===== src/rtl/gc_refresh_scheduler.sv =====
// gc_refresh_scheduler: rotating-spare refresh sequencer for the gain-cell
// DRAM wrapper array. Each retention interval one logical bank is copied into
// the spare wrapper; then the logical bank is remapped onto the copy and the
// old wrapper becomes the new spare.
module gc_refresh_scheduler #(
  parameter int N_BANKS    = 4,
  parameter int RET_CYCLES = 1024,
  parameter int TIMEOUT    = 512,
  localparam int N_LOG     = N_BANKS - 1,
  localparam int IDX_W     = (N_BANKS > 1) ? $clog2(N_BANKS) : 1
) (
  input  logic                   clk,
  input  logic                   rst,
  input  logic                   enable,
  input  logic [N_BANKS-1:0]     ref_done,
  output logic [N_BANKS-1:0]     start_sr,
  output logic [N_BANKS-1:0]     ref_en_current,
  output logic [N_BANKS-1:0]     ref_en_old,
  output logic                   busy,
  output logic [N_LOG*IDX_W-1:0] bank_map,
  output logic [IDX_W-1:0]       spare_idx,
  output logic [15:0]            refresh_cnt,
  output logic                   ref_err,
  output logic                   ref_overrun
);

  localparam int TMR_W = $clog2(RET_CYCLES);
  localparam int WD_W  = $clog2(TIMEOUT + 1);

  localparam logic [TMR_W-1:0] TMR_RELOAD = TMR_W'(RET_CYCLES - 1);
  localparam logic [WD_W-1:0]  WD_LAST    = WD_W'(TIMEOUT - 1);
  localparam logic [IDX_W-1:0] LOG_LAST   = IDX_W'(N_LOG - 1);

  typedef enum logic [2:0] {
    ST_IDLE,
    ST_START,
    ST_REFRESH,
    ST_SWAP,
    ST_ABORT
  } state_t;

  state_t state_q, state_d;

  logic [TMR_W-1:0] timer_q;
  logic             pending_q;
  logic [WD_W-1:0]  wdog_q;
  logic [IDX_W-1:0] src_q, dst_q;
  logic [IDX_W-1:0] map_q [N_LOG];
  logic [IDX_W-1:0] spare_q;
  logic [IDX_W-1:0] log_ptr_q;
  logic [15:0]      cnt_q;
  logic             err_q;
  logic             ovr_q;

  logic             expire;
  logic             start_req;
  logic             done_hit;
  logic             in_idle;
  logic [N_BANKS-1:0] src_oh, dst_oh;

  assign in_idle   = (state_q == ST_IDLE);
  assign expire    = enable && (timer_q == '0);
  assign start_req = enable && (pending_q || expire);
  assign done_hit  = ref_done[dst_q];
  assign src_oh    = N_BANKS'(1) << src_q;
  assign dst_oh    = N_BANKS'(1) << dst_q;

  // State register; reset returns straight to IDLE even mid-refresh.
  always_ff @(posedge clk) begin
    if (rst) state_q <= ST_IDLE;
    else     state_q <= state_d;
  end

  // Next-state decode; a done on the dest wrapper beats a same-cycle watchdog timeout.
  always_comb begin
    state_d = state_q;
    case (state_q)
      ST_IDLE:    if (start_req) state_d = ST_START;
      ST_START:   state_d = ST_REFRESH;
      ST_REFRESH: begin
        if (done_hit)              state_d = ST_SWAP;
        else if (wdog_q == WD_LAST) state_d = ST_ABORT;
      end
      ST_SWAP:    state_d = ST_IDLE;
      ST_ABORT:   state_d = ST_IDLE;
      default:    state_d = ST_IDLE;
    endcase
  end

  // Retention timer with a one-deep pending request; an expiry while busy is flagged as overrun.
  always_ff @(posedge clk) begin
    if (rst) begin
      timer_q   <= TMR_RELOAD;
      pending_q <= 1'b0;
      ovr_q     <= 1'b0;
    end else begin
      if (enable) begin
        if (timer_q == '0) timer_q <= TMR_RELOAD;
        else               timer_q <= timer_q - 1'b1;
      end
      if (in_idle && start_req) begin
        pending_q <= 1'b0;
      end else if (expire) begin
        pending_q <= 1'b1;
        if (!in_idle) ovr_q <= 1'b1;
      end
    end
  end

  // Operation datapath: latch src/dst at launch, run the watchdog, commit the remap on SWAP.
  always_ff @(posedge clk) begin
    if (rst) begin
      src_q     <= '0;
      dst_q     <= '0;
      wdog_q    <= '0;
      spare_q   <= IDX_W'(N_BANKS - 1);
      log_ptr_q <= '0;
      cnt_q     <= '0;
      err_q     <= 1'b0;
      for (int l = 0; l < N_LOG; l++) map_q[l] <= IDX_W'(l);
    end else begin
      case (state_q)
        ST_IDLE: begin
          if (start_req) begin
            src_q <= map_q[log_ptr_q];
            dst_q <= spare_q;
          end
        end
        ST_START:   wdog_q <= '0;
        ST_REFRESH: wdog_q <= wdog_q + 1'b1;
        ST_SWAP: begin
          map_q[log_ptr_q] <= dst_q;
          spare_q          <= src_q;
          log_ptr_q        <= (log_ptr_q == LOG_LAST) ? '0 : log_ptr_q + 1'b1;
          cnt_q            <= cnt_q + 16'd1;
        end
        ST_ABORT:   err_q <= 1'b1;
        default: ;
      endcase
    end
  end

  // Moore decode of wrapper controls from the registered state and latched src/dst.
  always_comb begin
    start_sr       = '0;
    ref_en_current = '0;
    ref_en_old     = '0;
    case (state_q)
      ST_START: begin
        start_sr       = dst_oh;
        ref_en_current = dst_oh;
        ref_en_old     = src_oh;
      end
      ST_REFRESH: begin
        ref_en_current = dst_oh;
        ref_en_old     = src_oh;
      end
      default: ;
    endcase
  end

  // Flatten the logical->physical map for the user path.
  always_comb begin
    bank_map = '0;
    for (int l = 0; l < N_LOG; l++) bank_map[l*IDX_W +: IDX_W] = map_q[l];
  end

  assign busy        = !in_idle;
  assign spare_idx   = spare_q;
  assign refresh_cnt = cnt_q;
  assign ref_err     = err_q;
  assign ref_overrun = ovr_q;

endmodule


===== config.mk =====
export PLATFORM = sky130hd
export DESIGN_NAME = gc_refresh_scheduler
export DESIGN_NICKNAME = d
export VERILOG_FILES = /design/src/rtl/gc_refresh_scheduler.sv
export SDC_FILE = /design/constraint.sdc
export NUM_CORES = 1
export LEC_CHECK = 0
export CORE_MARGIN = 4
export CORE_UTILIZATION = 57
export DETAILED_ROUTE_END_ITERATION = 7
export GPL_TIMING_DRIVEN = 0
export PLACE_DENSITY = 0.85
export SYNTH_ARGS = -nofsm -noshare
export SYNTH_HDL_FRONTEND = slang
export SYNTH_SLANG_ARGS = --single-unit

===== constraint.sdc =====
create_clock -name clk -period 3.8 [get_ports clk]
set_input_delay 0.38 -clock clk [delete_from_list [all_inputs] [get_ports clk]]
set_output_delay 0.38 -clock clk [all_outputs]
set_load 0.05 [all_outputs]

==> results.md <==
- Outcome: finished clean
- Via density: 5.819
- P per Cell Area: 367.0 nW/um^2
- Most common cell after layout, fill and taps aside: dfxtp_1
- Post-synthesis register bit count: 58
- Setup bufs post-CTS: 0
- CTS tree: done
- Critical Path Fanout Max: 10
- Placed cells: 404
- Final nets: 373
- Post-Synthesis Cells: 308
- Core area: 4474 um^2
- # port buffers: 44
- Tot GR Track Use: 0.2289
- # clock sinks: 58
- Synth area leader: dfxtp_1
- I/O pin count: 46
- Die height: 76.89 um
- Clock buffer depth: 2
- Max capacitance violation total: 0
- Synth cell types: 47
- Post-DR wirelength/cell: 15.15 um
- Fmax: 310.4 MHz
- Final setup violation count: 0
- Via Count: 2444
- Diodes inserted: 0
- Grt ovf: 0
- Hold path cells: 0
- Setup_tns: 0 ps
- DP HPWL: 4339 um
- CTS Root Cell: clkbuf_8
- Max Slew Vio Count: 0
- Placer Congestion: 0.8167
- Ys Warns: 0
- Top_reg_cell synth: dfxtp_1
- Nature of the critical path startpoint: flop
- Path category of the worst min-delay check: reg2reg
- Ranking of synthesized cells by area: dfxtp_1, edfxtp_1, nor2_1
- Resized Gates After CTS: 0
- Hold_buf cts: 0
- Mapped Area: 2705 um^2
- Hold_ws: 434.5 ps
- Die Wd: 76.89 um
- Final period util: 0.8479
- Post-Syn Area per Cell: 8.783 um^2
- Layout cells sized above 1: 0.09239
- Final hold vios: 0
- Latest clock arrival within the worst-skew pair: 330 ps
- Fin cells: 420
- Clock buffer count from CTS: 9
- Slew @ Worst Pin: 759.9 ps
- Slew HR: 0.4887
- Most frequent cells in the layout: dfxtp_1, clkdlybuf4s50_1, nor2_1, nand2_1, a21oi_1
- Starting Density: 0.6046
- RSZ-0062 raised after global routing: no
- First-pass GRT wire length: 10890 um
- Initial antenna violation count: 0
- Post-synth EDFFs: 8
- Largest net degree at the start of global routing: 11
- Asr flop ratio synth: 0
- WS Path Type: reg2out
- Req. time, crit path: 3420 ps
- Peak VDD IR: 188.1 uV
- Clock skew: 5.023 ps
- Number of DRC markers in iteration 0: 131
- Residual DRC: 0
- Die Area: 5912 um^2
- Vias in the first global route: 2420
- CP endpoint kind: output port
- Drt total wl: 6364 um
- Leakage: 1.174 nW
- Pre-Repair DR Iteration Count: 5
- Final min period: 3222 ps
- Row cnt: 24
- DRT antenna net count: 0
- Reg clk slew, reported paths: 60 ps
- Top-area cell type share of the netlist area: 0.3700
- R2R depth: 4
- Area growth syn-to-layout: 26.36%
- Sequential element share of the synthesized area: 0.4588
- Post-synthesis net count: 318
- H-tree levels: 3
- Data arrival, critical path: 2840 ps
## synth_stat cells, types with 3 or more instances
| cell | instances |
|---|---|
| dfxtp_1 | 50 |
| nor2_1 | 40 |
| nand2_1 | 34 |
| a21oi_1 | 21 |
| nor3_1 | 15 |
| o21ai_0 | 14 |
| clkbuf_1 | 13 |
| nand3_1 | 12 |
| xnor2_1 | 10 |
| edfxtp_1 | 8 |
| inv_1 | 8 |
| nand4_1 | 6 |
| or3_1 | 6 |
| nand2b_1 | 5 |
| nand3b_1 | 5 |
| or4_1 | 5 |
| xor2_1 | 5 |
| ha_1 | 3 |
| mux2_2 | 3 |
| mux4_2 | 3 |
| nor3b_1 | 3 |
| nor4_1 | 3 |
| o311ai_0 | 3 |
| or2_2 | 3 |
## critical path, cell delays in order (launching register included)
cell	delay (ps)
dfxtp_1	300
buf_4	150
or3b_2	490
and2_2	190
clkbuf_1	240
nor3b_1	290
clkdlybuf4s50_1	850
## registers in the layout (all words and copies together), names as in the netlist
name	count
log_ptr_q	2
refresh_cnt	16
ref_overrun	1
ref_err	1
map_q	8
dst_q	2
timer_q	10
state_q	3
wdog_q	10
pending_q	1
src_q	2
spare_idx	2
## layout make-up
class | instances | area, um^2
Sequential cell | 58 | 1241
Buffer | 16 | 78.83
Clock buffer | 14 | 172.7
Fill cell | 331 | 1056
Clock inverter | 2 | 35.03
Inverter | 8 | 30.03
Timing Repair Buffer | 44 | 440.4
Multi-Input combinational cell | 226 | 1355
Tap cell | 52 | 65.06
## layer usage
layer	up-vias	wire, um	GRT usage
li1	1205	-	-
met1	1145	2919	0.2902
met2	78	2998	0.3589
met3	16	308	0.07611
met4	0	138	0.09058
met5	-	0	0
## path summary, 6_finish.rpt
kind | slack [ps] | to | startpoint
worst max register to register | 1650 | state_q[2]$_SDFFE_PP0P_ | dst_q[0]$_SDFFE_PP0P_
worst min-delay path | 430 | map_q[3][0]$_DFFE_PP_ | dst_q[0]$_SDFFE_PP0P_
worst min register to register | 430 | map_q[3][0]$_DFFE_PP_ | dst_q[0]$_SDFFE_PP0P_
worst max-delay path | 580 | ref_en_old[2] | state_q[0]$_SDFFE_PP0P_
## logic make-up after synthesis
kind of cell	Yosys count	synth area share
adders and majority gates	3	0.01388
and+or+nand+nor	153	0.2951
AOI/OAI and AO/OA	49	0.1059
xor gates and xnor gates	15	0.04856
muxes	6	0.03746
DFF	58	0.4588
buffers and inverters	24	0.04024
## report_power, final
part           internal (W)  leakage, nW  switching (W)
Sequential         0.000624        0.481     0.00000283
Clock              0.000356        0.107       0.000231
Combinational     0.0000158        0.586      0.0000240
Total              0.000996         1.17       0.000258
## stage by stage
stage / worst slack [ps] / util / instance area (um^2) / power, W
after floorplan: 1005 / - / 2705 / 0.0006642
after detailed placement: 939.4 / 0.7176 / 3211 / 0.0006801
final: 578.0 / 0.7640 / 3418 / 0.001254
after global routing: 430.2 / 0.7640 / 3418 / 0.001295
after CTS: 572.4 / 0.7640 / 3418 / 0.001261
after global placement: 1011 / 0.7176 / 3211 / 0.0006792
(Power assumes the default switching activity.)
